<file path="src/rtl/down_timer_pkg.sv">
// -----------------------------------------------------------------------------
// timer_pkg
// Shared types and default sizes for the down_timer block.
//   timer_state_e     : FSM state encoding (IDLE, RUN, HOLD, DONE)
//   DEFAULT_WIDTH     : default width of the count / load value
//   DEFAULT_PRESCALE_W: default width of the prescaler divide field
// -----------------------------------------------------------------------------
package timer_pkg;

    localparam int unsigned DEFAULT_WIDTH      = 32;
    localparam int unsigned DEFAULT_PRESCALE_W = 8;

    typedef enum logic [1:0] {
        IDLE = 2'd0,  // not loaded, count held at zero
        RUN  = 2'd1,  // loaded and counting (en was high)
        HOLD = 2'd2,  // loaded but frozen (en was low)
        DONE = 2'd3   // one-shot expiry reached, waits for start/stop
    } timer_state_e;

endpackage : timer_pkg

</file>
<file path="src/rtl/down_timer_if.sv">
// -----------------------------------------------------------------------------
// down_timer_if
// Control/status bundle between a timer client and the down_timer block.
//   master modport (client) drives : load_val, prescale, auto_reload,
//                                    start, stop, en
//   master modport (client) reads  : count, busy, tc, expired
//   slave modport (timer) is the mirror image.
// -----------------------------------------------------------------------------
interface down_timer_if
    import timer_pkg::*;
#(
    parameter int unsigned WIDTH      = DEFAULT_WIDTH,
    parameter int unsigned PRESCALE_W = DEFAULT_PRESCALE_W
);

    logic [WIDTH-1:0]      load_val;
    logic [PRESCALE_W-1:0] prescale;
    logic                  auto_reload;
    logic                  start;
    logic                  stop;
    logic                  en;

    logic [WIDTH-1:0]      count;
    logic                  busy;
    logic                  tc;
    logic                  expired;

    modport master (
        output load_val, prescale, auto_reload, start, stop, en,
        input  count, busy, tc, expired
    );

    modport slave (
        input  load_val, prescale, auto_reload, start, stop, en,
        output count, busy, tc, expired
    );

endinterface : down_timer_if

</file>
<file path="src/rtl/down_timer_prescaler.sv">
// -----------------------------------------------------------------------------
// timer_prescaler
// Clock-enable divider for the down timer. While run is high the internal
// counter advances once per cycle; when it equals prescale a one-cycle tick
// is produced and the counter restarts from zero. prescale is compared live,
// so a new ratio applies from the next comparison.
//   clk      : system clock
//   rst      : asynchronous active-low reset
//   clr      : synchronous clear of the divider (start/stop), dominates run
//   run      : advance the divider this cycle
//   prescale : divide ratio minus one (0 = tick every run cycle)
//   tick     : combinational tick, valid in the cycle it is consumed
// -----------------------------------------------------------------------------
module timer_prescaler
    import timer_pkg::*;
#(
    parameter int unsigned PRESCALE_W = DEFAULT_PRESCALE_W
) (
    input  logic                  clk,
    input  logic                  rst,
    input  logic                  clr,
    input  logic                  run,
    input  logic [PRESCALE_W-1:0] prescale,
    output logic                  tick
);

    logic [PRESCALE_W-1:0] pcnt_q;
    logic [PRESCALE_W-1:0] pcnt_d;
    logic                  at_limit;

    assign at_limit = (pcnt_q == prescale);

    // A clear on the same cycle discards any pending tick.
    assign tick = run && !clr && at_limit;

    always_comb begin
        // NOTE: assign every always_comb output a default first so that no
        // path leaves it unassigned, which would infer a latch.
        pcnt_d = pcnt_q;
        if (clr) begin
            pcnt_d = '0;
        end else if (run) begin
            pcnt_d = at_limit ? '0 : pcnt_q + PRESCALE_W'(1);
        end
    end

    // NOTE: sequential state uses non-blocking assignments so every flop
    // samples pre-edge values, independent of process evaluation order.
    always_ff @(posedge clk or negedge rst) begin
        if (!rst) begin
            pcnt_q <= '0;
        end else begin
            pcnt_q <= pcnt_d;
        end
    end

endmodule : timer_prescaler

</file>
<file path="src/rtl/down_timer.sv">
// -----------------------------------------------------------------------------
// down_timer
// Programmable down-counting timer with terminal-count pulse. A start loads
// load_val and counts down to zero, one step per prescaler tick. On the tick
// taken at zero it pulses tc and either reloads (periodic) or stops in DONE
// (one-shot). stop aborts to IDLE from any state and wins over start.
//   clk           : system clock, all state on the rising edge
//   rst           : asynchronous active-low reset
//   bus.load_val  : start/reload value, sampled on an accepted start
//   bus.prescale  : divide ratio minus one, read live
//   bus.auto_reload: 1 = periodic, 0 = one-shot, sampled on start
//   bus.start     : one-cycle load-and-run request (also restarts)
//   bus.stop      : one-cycle abort to IDLE
//   bus.en        : count enable; low freezes the timer in HOLD
//   bus.count     : current count (registered)
//   bus.busy      : high in RUN or HOLD (registered)
//   bus.tc        : one-cycle terminal-count pulse (registered)
//   bus.expired   : high in DONE (registered)
// -----------------------------------------------------------------------------
module down_timer
    import timer_pkg::*;
#(
    parameter int unsigned WIDTH      = DEFAULT_WIDTH,
    parameter int unsigned PRESCALE_W = DEFAULT_PRESCALE_W
) (
    input  logic         clk,
    input  logic         rst,
    down_timer_if.slave  bus
);

    timer_state_e     state_q,   state_d;
    logic [WIDTH-1:0] count_q,   count_d;
    logic [WIDTH-1:0] reload_q,  reload_d;
    logic             mode_q,    mode_d;
    logic             tc_q,      tc_d;
    logic             busy_q,    busy_d;
    logic             expired_q, expired_d;

    logic             loaded;
    logic             ps_clr;
    logic             ps_run;
    logic             tick;

    // RUN and HOLD both mean "loaded"; the state only records whether en was
    // high last cycle. Counting follows the live en, so every enabled cycle
    // contributes to the period and resuming from HOLD loses no cycle.
    assign loaded = (state_q == RUN) || (state_q == HOLD);
    assign ps_clr = bus.stop || bus.start;
    assign ps_run = loaded && bus.en;

    timer_prescaler #(
        .PRESCALE_W (PRESCALE_W)
    ) u_prescaler (
        .clk      (clk),
        .rst      (rst),
        .clr      (ps_clr),
        .run      (ps_run),
        .prescale (bus.prescale),
        .tick     (tick)
    );

    // Next-state, count and output decode. Priority: stop > start > en/tick.
    always_comb begin
        state_d  = state_q;
        count_d  = count_q;
        reload_d = reload_q;
        mode_d   = mode_q;
        tc_d     = 1'b0;

        if (bus.stop) begin
            // A terminal tick on the same cycle is dropped along with tc.
            state_d = IDLE;
            count_d = '0;
        end else if (bus.start) begin
            count_d  = bus.load_val;
            reload_d = bus.load_val;
            mode_d   = bus.auto_reload;
            state_d  = bus.en ? RUN : HOLD;
        end else if (loaded) begin
            if (!bus.en) begin
                state_d = HOLD;
            end else begin
                state_d = RUN;
                if (tick) begin
                    if (count_q != '0) begin
                        count_d = count_q - WIDTH'(1);
                    end else begin
                        // Terminal tick: count is never decremented from zero.
                        tc_d = 1'b1;
                        if (mode_q) begin
                            count_d = reload_q;
                        end else begin
                            state_d = DONE;
                        end
                    end
                end
            end
        end
        // IDLE and DONE ignore en and only leave on start or stop.

        busy_d    = (state_d == RUN) || (state_d == HOLD);
        expired_d = (state_d == DONE);
    end

    always_ff @(posedge clk or negedge rst) begin
        if (!rst) begin
            state_q   <= IDLE;
            count_q   <= '0;
            reload_q  <= '0;
            mode_q    <= 1'b0;
            tc_q      <= 1'b0;
            busy_q    <= 1'b0;
            expired_q <= 1'b0;
        end else begin
            state_q   <= state_d;
            count_q   <= count_d;
            reload_q  <= reload_d;
            mode_q    <= mode_d;
            tc_q      <= tc_d;
            busy_q    <= busy_d;
            expired_q <= expired_d;
        end
    end

    assign bus.count   = count_q;
    assign bus.busy    = busy_q;
    assign bus.tc      = tc_q;
    assign bus.expired = expired_q;

endmodule : down_timer

</file>
<file path="src/flat_wrapper.sv">
// flat-port wrapper written by rule: the top's interface ports become plain ports
module down_timer_flat import timer_pkg::*;
#(
    parameter int unsigned WIDTH      = DEFAULT_WIDTH,
    parameter int unsigned PRESCALE_W = DEFAULT_PRESCALE_W
)
  (clk, rst, bus_load_val, bus_prescale, bus_auto_reload, bus_start, bus_stop, bus_en, bus_count, bus_busy, bus_tc, bus_expired);
  down_timer_if #(.WIDTH(WIDTH), .PRESCALE_W(PRESCALE_W)) bus_i ();
  input  logic clk;
  input  logic rst;
  input wire logic [$bits(bus_i.load_val)-1:0] bus_load_val;
  input wire logic [$bits(bus_i.prescale)-1:0] bus_prescale;
  input wire logic [$bits(bus_i.auto_reload)-1:0] bus_auto_reload;
  input wire logic [$bits(bus_i.start)-1:0] bus_start;
  input wire logic [$bits(bus_i.stop)-1:0] bus_stop;
  input wire logic [$bits(bus_i.en)-1:0] bus_en;
  output wire logic [$bits(bus_i.count)-1:0] bus_count;
  output wire logic [$bits(bus_i.busy)-1:0] bus_busy;
  output wire logic [$bits(bus_i.tc)-1:0] bus_tc;
  output wire logic [$bits(bus_i.expired)-1:0] bus_expired;
  assign bus_i.load_val = bus_load_val;
  assign bus_i.prescale = bus_prescale;
  assign bus_i.auto_reload = bus_auto_reload;
  assign bus_i.start = bus_start;
  assign bus_i.stop = bus_stop;
  assign bus_i.en = bus_en;
  assign bus_count = bus_i.count;
  assign bus_busy = bus_i.busy;
  assign bus_tc = bus_i.tc;
  assign bus_expired = bus_i.expired;
  down_timer #(.WIDTH(WIDTH), .PRESCALE_W(PRESCALE_W)) u_core (.clk(clk), .rst(rst), .bus(bus_i));
endmodule
</file>
<file path="config.mk">
export PLATFORM = sky130hd
export DESIGN_NAME = down_timer_flat
export DESIGN_NICKNAME = d
export VERILOG_FILES = /design/src/rtl/down_timer_pkg.sv /design/src/rtl/down_timer_if.sv /design/src/rtl/down_timer_prescaler.sv /design/src/rtl/down_timer.sv /design/src/flat_wrapper.sv
export SDC_FILE = /design/constraint.sdc
export NUM_CORES = 1
export LEC_CHECK = 0
export ABC_AREA = 1
export BUFFER_PORTS_ARGS = -buffer_cell sky130_fd_sc_hd__buf_4
export CAP_MARGIN = 20
export CORE_MARGIN = 2
export CORE_UTILIZATION = 40
export CTS_BUF_LIST = sky130_fd_sc_hd__clkbuf_16
export CTS_CLUSTER_SIZE = 40
export DETAILED_ROUTE_END_ITERATION = 8
export GPL_TIMING_DRIVEN = 0
export RECOVER_POWER = 25
export SLEW_MARGIN = 20
export SYNTH_ARGS = -nofsm -noshare
export SYNTH_HDL_FRONTEND = slang
export SYNTH_SLANG_ARGS = --single-unit
</file>
<file path="constraint.sdc">
create_clock -name clk -period 6.3 [get_ports clk]
set_clock_uncertainty 0.2 [all_clocks]
set_input_delay 1.26 -clock clk [delete_from_list [all_inputs] [get_ports clk]]
set_output_delay 1.26 -clock clk [all_outputs]
set_load 0.02 [all_outputs]
</file>
Word-level counts from Yosys, hierarchy flattened:

Index checks and enable logic that the tools add are counted.
Widths: inputs -> output; s select.

* logic and storage cells: 56
* input bits: 46
* output and inout bits: 35
* register bits after elaboration: 78

* equality and inequality tests: 6
* reductions and logical operators: 15
* bitwise logic cells: 1
* muxes and demuxes: 24
* $add $sub $neg: 2

Operators with widths (count)
* $mux 32: 7
* $reduce_bool 32->1: 1
* $sub 32x1->32 const B: 1
* $mux 8: 3
* $mux 2: 8
* $reduce_bool 3->1: 3
* $add 8x1->8 const B: 1
* $eq 8x8->1: 1
* $eq 2x2->1 const B: 3
* $mux 1: 6
* $eq 2x1->1 const B: 2
* $reduce_and 4->1: 1
* $reduce_bool 4->1: 1
* $logic_and 1x1->1: 3
* $logic_or 1x1->1: 3
* $reduce_and 2->1: 1
* $reduce_bool 2->1: 1
* $logic_not 1->1: 1
* $not 1->1: 1

Longest topological paths before layout:

Gate-level depths: netlist of run 1.

* depth after elaboration: 12
* gate-level depth with buffers: 12

Hierarchy:

From an unflattened synthesis of run 1, not the netlist that was laid out.

* cell total of the unflattened synthesis: 759
* area total of the unflattened synthesis: 5026.1 sq um

Modules (own cells, without submodules)
* down_timer: sequential area each 1751.7 sq um, times used 1, area an instance 4416.7 sq um, cells each 661
* timer_prescaler: sequential area each 200.2 sq um, times used 1, area an instance 609.3 sq um, cells each 98

Worst setup path after synthesis of run 1:

No wires, ideal clock.

* path type: input port to flip-flop
* start: in bus_start
* end: reg u_core.busy_q, in the netlist u_core.bus.busy
* cell stages on the path: 6
* data required time: 5974 ps
* arrival: 2388 ps
* path slack: 3586 ps
* setup time: 126 ps
* cell sequence: inv_1 > nor2_1 > clkbuf_1 > inv_1 > o22ai_1 > ha_1

* longest elaborated chain between the ends: 11
* elaborated cells between the ends (all ways): 12
* classes of those cells: 2 x eq/ne; 5 x mux; 5 x reduce/logical

RTL lines
* start, declared: line flat_wrapper.sv:14 `input wire logic [$bits(bus_i.start)-1:0] bus_start;`
* $logic_or 1x1->1: line down_timer.sv:48 `assign ps_clr = bus.stop || bus.start;`
* $logic_not 1->1: line down_timer_prescaler.sv:34 `assign tick = run && !clr && at_limit;`
* $logic_and 1x1->1 (2 in series): line down_timer_prescaler.sv:34
* $mux 2: line down_timer.sv:84 `if (tick) begin`
* $mux 2: line down_timer.sv:80 `if (!bus.en) begin`
* $mux 2: line down_timer.sv:79 `end else if (loaded) begin`
* $mux 2 (*): line down_timer.sv:74 `end else if (bus.start) begin`
* $mux 2 (*): line down_timer.sv:70 `if (bus.stop) begin`
* net u_core.state_d[1]: line down_timer.sv:31 `timer_state_e state_q, state_d;`
* $eq 2x1->1 / $eq 2x2->1 (equally long branches): line down_timer.sv:101 `busy_d = (state_d == RUN) || (state_d == HOLD);`
* $logic_or 1x1->1 (*): line down_timer.sv:101
* net u_core.busy_d: line down_timer.sv:36 `logic busy_q, busy_d;`
* end signal, assigned: line down_timer.sv:120 `busy_q <= busy_d;`
* end, declared: line down_timer.sv:36

Mark *: on every way through the listed nets, which the timed path passes. The rest lies on a longest branch.
A chain may end at the register's enable or synchronous reset.

Final worst setup path of run 1:

* start: in bus_stop
* end: reg u_core.busy_q, in the netlist u_core.bus.busy

* longest elaborated chain between the ends: 11
* elaborated cells between the ends (all ways): 12
* classes of those cells: 2 x eq/ne; 5 x mux; 5 x reduce/logical

RTL lines
* start, declared: line flat_wrapper.sv:15 `input wire logic [$bits(bus_i.stop)-1:0] bus_stop;`
* $logic_or 1x1->1: line down_timer.sv:48
* $logic_not 1->1: line down_timer_prescaler.sv:34
* $logic_and 1x1->1 (2 in series): line down_timer_prescaler.sv:34
* $mux 2: line down_timer.sv:84
* $mux 2: line down_timer.sv:80
* $mux 2: line down_timer.sv:79
* $mux 2: line down_timer.sv:74
* $mux 2 (*): line down_timer.sv:70
* net u_core.state_d[1]: line down_timer.sv:31
* $eq 2x1->1 / $eq 2x2->1 (equally long branches): line down_timer.sv:101
* $logic_or 1x1->1 (*): line down_timer.sv:101
* net u_core.busy_d: line down_timer.sv:36

Marks and branches as above.

==> impl_metrics.tcl, run 1 <==
set metrics [dict create \
    detail_route.drc_violations 0 \
    ys_top_cells_by_area "sky130_fd_sc_hd__dfrtp_1 (40%), sky130_fd_sc_hd__nand2_1 (17%), sky130_fd_sc_hd__nand3_1 (9.9%)" \
    timing.hold.worst.start "u_core.reload_q[2]" \
    tns_ps 0 \
    synth_largest_type_area_fraction 0.399 \
    hpwlAfterDp_um 11200 \
    port_buffers 80 \
    rr_startpoint "u_core.bus.count[0]" \
    timing.critical_path.required_ps 6330 \
    clk_pin_slew_worst_paths_ps 60 \
    worst_setup_slack_before_clock_tree_synthesis_ps 2840 \
    quantity_of_gates_resized_following_cts 0 \
    top_level_ports 81 \
    die_area_sq_um 13100 \
    report.final.slew_viol_count 0 \
    mappedNetlistNets 753 \
    clock_tree.root_cell "sky130_fd_sc_hd__clkbuf_16" \
    setup_viol 0 \
    synth.most_common_cell "sky130_fd_sc_hd__nand2_1" \
    antenna-diode-count 0 \
    setup_slack_ps 3150 \
    detailed_place.area_sq_um 5680 \
    synthDistinctLibCells 35 \
    core_sq_um 12000 \
    maxCapViolCount 0 \
    critPathBufInv 3 \
    grt_antenna_before_repair 0 \
    drive_above_1_share 0.174 \
    max_freq_mhz 318 \
    rows 40 \
    cts_buffer_depth 2 \
    gp_routability_congestion 0.950 \
    hold_depth 2 \
    maximum_net_fanout_on_the_critical_path 10 \
    pin_count_of_the_biggest_net_entering_global_routing 79 \
    die_extent_in_y_um 115 \
    critical-path-slowest-cell "sky130_fd_sc_hd__clkbuf_1" \
    finalCriticalPeriod_ps 3150 \
    avgRoutedWirePerCell_um 15.9 \
    cts_hold_repair.buffers 0 \
    rsz0062_at_grt "no" \
    worst_hold_path_class "reg -> reg" \
    timing_worst_setup_path_type "in -> reg" \
    timing.critical_path.max_delay_family "buffers and inverters" \
    initial_core_util 0.409 \
    ys_seq_elements 78 \
    crit-reg2reg-capture "u_core.bus.busy" \
    dieWidth_um 115 \
    layout_worst_path_cycle_share 0.500 \
    clkLatencyLatePin_ps 350 \
    finalNetCount 844 \
    syn2layout_area_growth_pct 21.9 \
    drt_pre_antenna_iters 5 \
    p_leak_uw 0.00314 \
    critical_path.cell_chain "buf_4, nor2_1, clkbuf_1, inv_1, o22ai_1, ha_1" \
    synth-async-reset-ratio 1.00 \
    max-vdd-ir-drop_uv 114 \
    syn_avg_cell_area_sq_um 6.95 \
    grt_pass1_wl_um 24300 \
    grt_pass1_vias 4682 \
    crit_path_launch "bus_stop" \
    post_cts_setup_driven_buffer_insertion_count 0 \
    power_density_nw_per_um2 256 \
    synth_top_cells_by_count "sky130_fd_sc_hd__nand2_1 (222), sky130_fd_sc_hd__nand3_1 (97), sky130_fd_sc_hd__nor2_1 (84)" \
    clock_buffer_count_from_cts 9 \
    number_of_flops_mapped_to_enable_cells_by_yosys 0 \
    synth_area_leader_cell "sky130_fd_sc_hd__dfrtp_1" \
    crit_end_element "flip-flop" \
    outcome "finished clean" \
    route.final.wire_length_um 15100 \
    drt_iter0_drc 279 \
    timing.max_slew.rel_slack 0.501 \
    count_of_yosys_warnings_during_synthesis 0 \
    drt-vias-per-instance 5.15 \
    crit_path_start_kind "input pin" \
    global_router_s_overall_resource_usage 0.242 \
    regToRegSetupSlack_ps 3750 \
    tightestPinTransition_ps 749 \
    worstPathArrival_ps 3180 \
    synth-main-ff-cell "sky130_fd_sc_hd__dfrtp_1" \
    hold_viol_final 0 \
    rr_worst_depth 11 \
    timing.hold.worst_endpoint "u_core.reload_q[2]" \
    drtAntennaViolNets 0 \
    vias 4878 \
    netlist_area_sq_um 4890 \
    tritoncts "yes" \
    netlist_instances 704 \
    cts.sinks 78 \
    cts.htree.levels 3 \
    final_design_area_no_fill_sq_um 5970 \
    ys_seq_area_frac 0.399 \
    globalRouteOverflowTotal 0 \
    critPathMaxStageDelay_ps 540 \
]
## report_power, final
group / switching (uW) / leakage, uW / internal (uW)
clock: 209 / 0.000143 / 300
combinational: 276 / 0.00199 / 142
sequential: 47.6 / 0.00101 / 551
## flip-flops by register name (all words and copies together) (netlist names)
register,cells
u_core.mode_q,1
u_core.reload_q,32
u_core.bus.tc,1
u_core.u_prescaler.pcnt_q,8
u_core.state_q,2
u_core.bus.busy,1
u_core.bus.count,32
u_core.bus.expired,1
## placed cells by master (no fill, tap or decap), types with 10 or more instances in the layout
master,count
sky130_fd_sc_hd__buf_4,83
sky130_fd_sc_hd__clkbuf_1,10
sky130_fd_sc_hd__xor2_1,15
sky130_fd_sc_hd__o21ai_0,40
sky130_fd_sc_hd__nand2_1,222
sky130_fd_sc_hd__nand3_1,97
sky130_fd_sc_hd__inv_1,74
sky130_fd_sc_hd__nand2_2,14
sky130_fd_sc_hd__nor2_1,84
sky130_fd_sc_hd__dfrtp_1,78
## area by class of cell
class	instances	area (sq um)
buffer	24	139
clock buffer	9	225
clock inverter	7	57.6
fill	1234	6000
inverter	72	270
multi-input combinational	530	2530
sequential	78	1950
tap	147	184
timing repair buffer	80	604
## worst max-delay path by stage
stage,slack (ps),depth (start not counted),end
after floorplan,3590,6,u_core.bus.busy
after global placement,2880,6,u_core.bus.busy
after detailed placement,2840,6,u_core.bus.busy
after CTS,3200,6,u_core.bus.busy
after global routing,3010,7,u_core.bus.busy
final,3150,6,u_core.bus.busy
## kinds of logic (layout without fill, tap and decap cells)
kind of cell,count (synthesis),in the layout,share of synthesized area
buffers and inverters,96,192,0.0836
AOI/OAI and AO/OA,59,59,0.0698
xor gates and xnor gates,24,24,0.0429
DFF,78,78,0.399
adders and majority gates,3,3,0.00767
and+or+nand+nor,444,444,0.397
## worst min-delay path: stages (launching register included)
cell                      delay, ps
sky130_fd_sc_hd__dfrtp_1        340
sky130_fd_sc_hd__nand2_1         50
sky130_fd_sc_hd__nand2_1         50
## metal layers
metal | track usage | up-vias | wire length, um
met2 | 0.375 | 138 | 6820
met4 | 0.0919 | 0 | 371
li1 | - | 2410 | -
met1 | 0.343 | 2309 | 7210
met5 | 0 | - | 0
met3 | 0.0355 | 21 | 691
## metrics by stage
step | power [uW] | utilization | hold WS, ps | std cells
after global placement | 1020 | 0.475 | 255 | 931
after floorplan | 863 | - | 237 | 704
after CTS | 1530 | 0.498 | 274 | 947
final | 1530 | 0.499 | 276 | 947
after global routing | 1610 | 0.499 | 302 | 947
after detailed placement | 1020 | 0.475 | 261 | 931
Note: power is estimated with default switching activity, not from simulation.
==> run 2: changes to the inputs <==
- clock period: 6.3 -> 3.3 ns (I/O delays scaled with it)
==> run 2 against run 1 <==
Compared with the run above: the run now ends with capacitance limit, slew limit left; critical path depth up 5; via count is 0.25% higher; sequential cell count is the same; non-clock buffer count unchanged; critical endpoint unchanged; largest power group unchanged.
==> impl_metrics.tcl, run 2 (synthesized netlist as in run 1, its figures left out) <==
set metrics [dict create \
    rsz0062_at_grt "no" \
    hold_depth 2 \
    place.detailed.instances 931 \
    vias 4890 \
    syn2layout_area_growth_pct 21.8 \
    cts.htree.levels 3 \
    die_area_sq_um 13100 \
    rr_worst_depth 11 \
    tns_ps 0 \
    clock_tree.root_cell "sky130_fd_sc_hd__clkbuf_16" \
    clk_pin_slew_worst_paths_ps 60 \
    crit_path_start_kind "flip-flop" \
    cts.sinks 78 \
    core_sq_um 12000 \
    maximum_net_fanout_on_the_critical_path 9 \
    max_freq_mhz 392 \
    outcome "complete, but fails checks" \
    top_level_ports 81 \
    power_switching_uw 1020 \
    post_cts_setup_driven_buffer_insertion_count 0 \
    layout.cells.most_common_list "sky130_fd_sc_hd__nand2_1 (222), sky130_fd_sc_hd__nand3_1 (97), sky130_fd_sc_hd__nor2_1 (84)" \
    cts_hold_repair.buffers 0 \
    drt_pre_antenna_iters 5 \
    fillers 1235 \
    avgRoutedWirePerCell_um 15.9 \
    setup_viol 0 \
    multi_input_area_sq_um 2530 \
    cts_buffer_depth 2 \
    critPathBufInv 1 \
    drt_iter0_drc 279 \
    cp.depth 11 \
    finalPower_uw 2910 \
    global_router_s_overall_resource_usage 0.242 \
    quantity_of_gates_resized_following_cts 0 \
    antenna-diode-count 0 \
    drt-vias-per-instance 5.16 \
    sw_frac_of_total 0.349 \
    layout.cells.most_common "sky130_fd_sc_hd__nand2_1" \
    layoutNonFillerInstCount 947 \
    worstPathArrival_ps 2580 \
    finalNetCount 844 \
    route.final.wire_length_um 15100 \
    detail_route.drc_violations 0 \
    timing.critical_path.required_ps 3330 \
    power.share.combinational 0.273 \
    drive_above_1_share 0.174 \
    power_density_nw_per_um2 489 \
    max-vdd-ir-drop_uv 217 \
    grt_pass1_wl_um 24300 \
    tightestPinTransition_ps 1990 \
    pin_count_of_the_biggest_net_entering_global_routing 79 \
    dieWidth_um 115 \
    clkLatencyLatePin_ps 350 \
    failing_checks "capacitance limit, slew limit" \
    regToRegSetupSlack_ps 750 \
    share_clk_of_total_power 0.334 \
    drtAntennaViolNets 0 \
    timing.max_slew.rel_slack -0.328 \
    gp_routability_congestion 0.950 \
    tritoncts "yes" \
    finalCriticalPeriod_ps 2550 \
    grt_antenna_before_repair 0 \
    final_design_area_no_fill_sq_um 5960 \
    internal_power_uw 1900 \
    layout_worst_path_cycle_share 0.773 \
    timing_worst_setup_path_type "reg -> reg" \
    critPathMaxStageDelay_ps 440 \
    crit_end_element "flip-flop" \
    detailed_place.area_sq_um 5680 \
    critical-path-slowest-cell "sky130_fd_sc_hd__dfrtp_1" \
    clock_buffer_count_from_cts 9 \
    maxCapViolCount 1 \
    grt_pass1_vias 4682 \
    die_extent_in_y_um 115 \
    port_buffers 80 \
    worst_hold_path_class "reg -> reg" \
    hold_viol_final 0 \
    whs_ps 277 \
    p_leak_uw 0.00314 \
    seq_power_share 0.393 \
    hpwlAfterDp_um 11200 \
    critical_path.cell_chain "inv_1, ha_1, nand2_2, nor2_2, nand2_2, nor2_8, nand3_4, nor2_1, nor2_1, o22ai_1, ha_1" \
    initial_core_util 0.409 \
    sequential_cell_area_sq_um 1950 \
    globalRouteOverflowTotal 0 \
    timing.critical_path.max_delay_family "simple AND/OR/NAND/NOR gates" \
    rows 40 \
    report.final.slew_viol_count 79 \
]
## run 2: cell types whose count changed in the layout (fill, tap and decap cells not counted), sizes merged
| cell | change |
|---|---|
| buf | -1 |
| clkbuf | +1 |
## run 2: worst reg2reg max path, stage by stage, from the launching register on
cell and delay (ps):
sky130_fd_sc_hd__dfrtp_1 440, sky130_fd_sc_hd__inv_1 120, sky130_fd_sc_hd__ha_1 270, sky130_fd_sc_hd__nand2_2 150, sky130_fd_sc_hd__nor2_2 180, sky130_fd_sc_hd__nand2_2 110, sky130_fd_sc_hd__nor2_8 230, sky130_fd_sc_hd__nand3_4 110
sky130_fd_sc_hd__nor2_1 110, sky130_fd_sc_hd__nor2_1 50, sky130_fd_sc_hd__o22ai_1 190, sky130_fd_sc_hd__ha_1 280
## run 2: final cells by class
cell class                 instances  area share
clock inverter                     7     0.00966
clock buffer                       9      0.0378
buffer                            24      0.0233
timing repair buffer              80       0.100
inverter                          72      0.0453
multi-input combinational        530       0.425
sequential                        78       0.328
tap                              147      0.0309
## run 2: routing by layer
layer	wire length, um	GRT usage	up-vias
li1	-	-	2410
met3	742	0.0355	21
met2	6810	0.375	151
met4	371	0.0919	0
met5	0	0	-
met1	7160	0.343	2308
## run 2: path summary, 6_finish.rpt
kind                                     start                            to
setup reg to reg           u_core.bus.count[0]               u_core.bus.busy
max in group asynchronous                  rst           u_core.reload_q[15]
hold / removal              u_core.reload_q[0]            u_core.reload_q[0]
setup / recovery           u_core.bus.count[0]               u_core.bus.busy
min in group asynchronous                  rst  u_core.u_prescaler.pcnt_q[3]
hold reg to reg             u_core.reload_q[0]            u_core.reload_q[0]
## run 2: stage by stage
step | setup slack (ps) | utilization
2_1_floorplan | 1110 | -
3_3_place_gp | 479 | 0.475
3_5_place_dp | 444 | 0.475
4_1_cts | 759 | 0.498
5_1_grt | 612 | 0.498
6_report | 750 | 0.498
## run 2: power groups by stage
stage	sequential (uW)	clock, uW	combinational [uW]
after floorplan	1180	0	466
after detailed placement	1160	0	790
final	1140	973	795
after global placement	1160	0	781
after global routing	1160	1040	887
after CTS	1140	991	795
==> run 3: changes to the inputs <==
- ABC_AREA: 1 -> 0
- clock period: 3.3 -> 2.2 ns (I/O delays scaled with it)
==> run 3 against run 2 <==
Compared with the run above: the run ends with setup timing left; cell area is 9.5% higher; sequential power is 52% higher; final cell count is 16% lower; wire length is 3.9% higher; first-iteration DRC count is 21% higher; count of clock-buffer cells in the layout stayed put; utilization is 11 points higher; sequential share of layout area is 2.7 points lower; largest power group unchanged.
==> impl_metrics.tcl, run 3 <==
set metrics [dict create \
    tightestPinTransition_ps 1120 \
    syn_avg_cell_area_sq_um 8.47 \
    pin_count_of_the_biggest_net_entering_global_routing 79 \
    finalCriticalPeriod_ps 2850 \
    clkLatencyLatePin_ps 340 \
    rsz0062_at_grt "yes" \
    clock_tree.root_cell "sky130_fd_sc_hd__clkbuf_16" \
    max_freq_mhz 351 \
    crit_path_start_kind "flip-flop" \
    antenna-diode-count 0 \
    globalRouteOverflowTotal 0 \
    worstPathArrival_ps 2870 \
    sw_frac_of_total 0.302 \
    layout.cells.most_common "sky130_fd_sc_hd__nand2_1" \
    ys_seq_elements 78 \
    gp_routability_congestion 0.864 \
    global_router_s_overall_resource_usage 0.272 \
    core_sq_um 10700 \
    failing_checks "setup timing" \
    drt-vias-per-instance 5.91 \
    outcome "complete, but fails checks" \
    clock_buffer_count_from_cts 9 \
    synth_top_family_by_area "simple AND/OR/NAND/NOR gates" \
    synthMuxAreaShare 0.00231 \
    synth_top_cells_by_count "sky130_fd_sc_hd__nand2_1 (122), sky130_fd_sc_hd__dfrtp_1 (78), sky130_fd_sc_hd__nor2_1 (36)" \
    finalPower_uw 4500 \
    seq_power_share 0.384 \
    setup_viol 41 \
    grt_pass1_wl_um 24000 \
    power.share.combinational 0.235 \
    maximum_net_fanout_on_the_critical_path 6 \
    hold_viol_final 0 \
    worst_setup_slack_before_clock_tree_synthesis_ps -1180 \
    timing_worst_setup_path_type "reg -> reg" \
    finish.utilization 0.610 \
    detail_route.drc_violations 0 \
    drive_above_1_share 0.382 \
    power_density_nw_per_um2 689 \
    tritoncts "yes" \
    synthDistinctLibCells 61 \
    drtAntennaViolNets 0 \
    route.final.wire_length_um 15700 \
    cts_hold_repair.buffers 0 \
    hpwlAfterDp_um 9780 \
    synth.most_common_cell "sky130_fd_sc_hd__nand2_1" \
    top_level_ports 81 \
    netlist_instances 512 \
    max-vdd-ir-drop_uv 481 \
    synth_area_leader_cell "sky130_fd_sc_hd__dfrtp_1" \
    count_of_yosys_warnings_during_synthesis 0 \
    grt_pass1_vias 4336 \
    crit_end_element "flip-flop" \
    vias 4677 \
    worst_hold_path_class "in -> reg" \
    tns_ps -20770 \
    maxCapViolCount 0 \
    layout.cells.most_common_list "sky130_fd_sc_hd__nand2_1 (117), sky130_fd_sc_hd__buf_4 (113), sky130_fd_sc_hd__dfrtp_1 (72)" \
    synth-main-ff-cell "sky130_fd_sc_hd__dfrtp_1" \
    synth_fa_ha_area_frac 0.00866 \
    dieWidth_um 108 \
    synth-xor-area-share 0.0344 \
    drt_pre_antenna_iters 5 \
    clk_pin_slew_worst_paths_ps 60 \
    synth-simple-area-share 0.261 \
    rows 38 \
    synth_compound_area_frac 0.202 \
    initial_core_util 0.405 \
    die_area_sq_um 11700 \
    cts.sinks 78 \
    setup_slack_ps -650 \
    synth-async-reset-ratio 1.00 \
    power_switching_uw 1360 \
    avgRoutedWirePerCell_um 19.8 \
    mappedNetlistNets 561 \
    number_of_flops_mapped_to_enable_cells_by_yosys 0 \
    grt_antenna_before_repair 0 \
    die_extent_in_y_um 108 \
    synth_largest_type_area_fraction 0.450 \
    p_leak_uw 0.00289 \
    report.final.slew_viol_count 0 \
    syn2layout_area_growth_pct 50.5 \
    layout_worst_path_cycle_share 1.30 \
    netlist_area_sq_um 4330 \
    cts_buffer_depth 2 \
    timing.critical_path.required_ps 2220 \
    share_clk_of_total_power 0.381 \
    drt_iter0_drc 337 \
    timing.max_slew.rel_slack 0.256 \
    finalNetCount 697 \
    cts.htree.levels 3 \
    ys_top_cells_by_area "sky130_fd_sc_hd__dfrtp_1 (45%), sky130_fd_sc_hd__nand2_1 (11%), sky130_fd_sc_hd__o21ai_0 (3.9%)" \
    ys_seq_area_frac 0.450 \
    internal_power_uw 3140 \
    port_buffers 79 \
]
==> run 3: cell count changes after synthesis, moves of 11 or more <==
cell / previous run / this run
sky130_fd_sc_hd__clkbuf_1: 10 / 21
sky130_fd_sc_hd__nor2_1: 84 / 36
sky130_fd_sc_hd__nor3_1: 1 / 12
sky130_fd_sc_hd__inv_1: 72 / 9
sky130_fd_sc_hd__a21oi_1: 1 / 25
sky130_fd_sc_hd__nand3_1: 97 / 14
sky130_fd_sc_hd__nor4_1: 1 / 15
sky130_fd_sc_hd__nand2_1: 222 / 122
sky130_fd_sc_hd__nand2_2: 14 / 0
==> run 3: worst max-delay path, cell delays in order (launching register included) <==
cell and delay [ps]:
sky130_fd_sc_hd__dfrtp_2 420, sky130_fd_sc_hd__or4_4 550, sky130_fd_sc_hd__or2_4 270, sky130_fd_sc_hd__buf_4 130
sky130_fd_sc_hd__or4_4 460, sky130_fd_sc_hd__a21oi_4 200, sky130_fd_sc_hd__buf_12 160, sky130_fd_sc_hd__buf_8 130
sky130_fd_sc_hd__a21oi_2 30, sky130_fd_sc_hd__a31o_1 180
==> run 3: cells by family after synthesis <==
group	Yosys count
AO/OA/AOI/OAI	130
flip-flops	78
adder cells (fa/ha/maj)	3
XOR/XNOR	17
AND/OR/NAND/NOR	242
multiplexers	1
buffers and inverters	41
==> run 3: repair_timing <==
| action | CTS | global route |
|---|---|---|
| resized for setup | 86 | 47 |
| setup endpoints to repair | 63 | 56 |
| buffers inserted | 36 | 12 |
| pin swaps | 24 | 14 |
| gates cloned | 3 | 0 |
==> run 3: power by group through the flow <==
stage / registers (uW) / clock network, uW / logic [uW]
after floorplan: 1750 / 0 / 433
after global placement: 1720 / 0 / 788
after detailed placement: 1720 / 0 / 799
after CTS: 1700 / 1730 / 965
after global routing: 1740 / 1780 / 1140
final: 1730 / 1710 / 1050
==> run 3: final timing paths <==
kind	end	depth (start not counted)	slack, ps	from
hold / removal	u_core.mode_q	3	100	bus_auto_reload
setup / recovery	u_core.bus.count[30]	9	-650	u_core.bus.count[16]
hold reg to reg	u_core.reload_q[26]	1	270	u_core.reload_q[26]
setup reg to reg	u_core.bus.count[30]	9	-650	u_core.bus.count[16]
min in group asynchronous	u_core.reload_q[13]	1	140	rst
max in group asynchronous	u_core.bus.count[24]	1	870	rst
==> run 3: through the flow <==
| stage | area (sq um) | hold slack [ps] | instances |
|---|---|---|---|
| after floorplan | 4480 | -55.6 | 512 |
| final | 6530 | 103 | 792 |
| after global placement | 5250 | 252 | 731 |
| after CTS | 6240 | 104 | 782 |
| after global routing | 6530 | 118 | 792 |
| after detailed placement | 5250 | 258 | 731 |
==> run 3: layout make-up <==
type	count	area (sq um)
timing repair buffer	129	1090
clock inverter	6	111
clock buffer	9	225
tap	140	175
fill	913	4170
buffer	28	213
multi-input combinational	393	2710
sequential	78	1960
inverter	9	33.8
==> run 3: routing by layer <==
metal  vias to the layer above  wire length [um]  global-route usage
met5                         -                 0                   0
met4                         0               573              0.0998
met3                        43              1060              0.0410
met2                       200              7340               0.429
met1                      2304              6690               0.381
li1                       2130                 -                   -
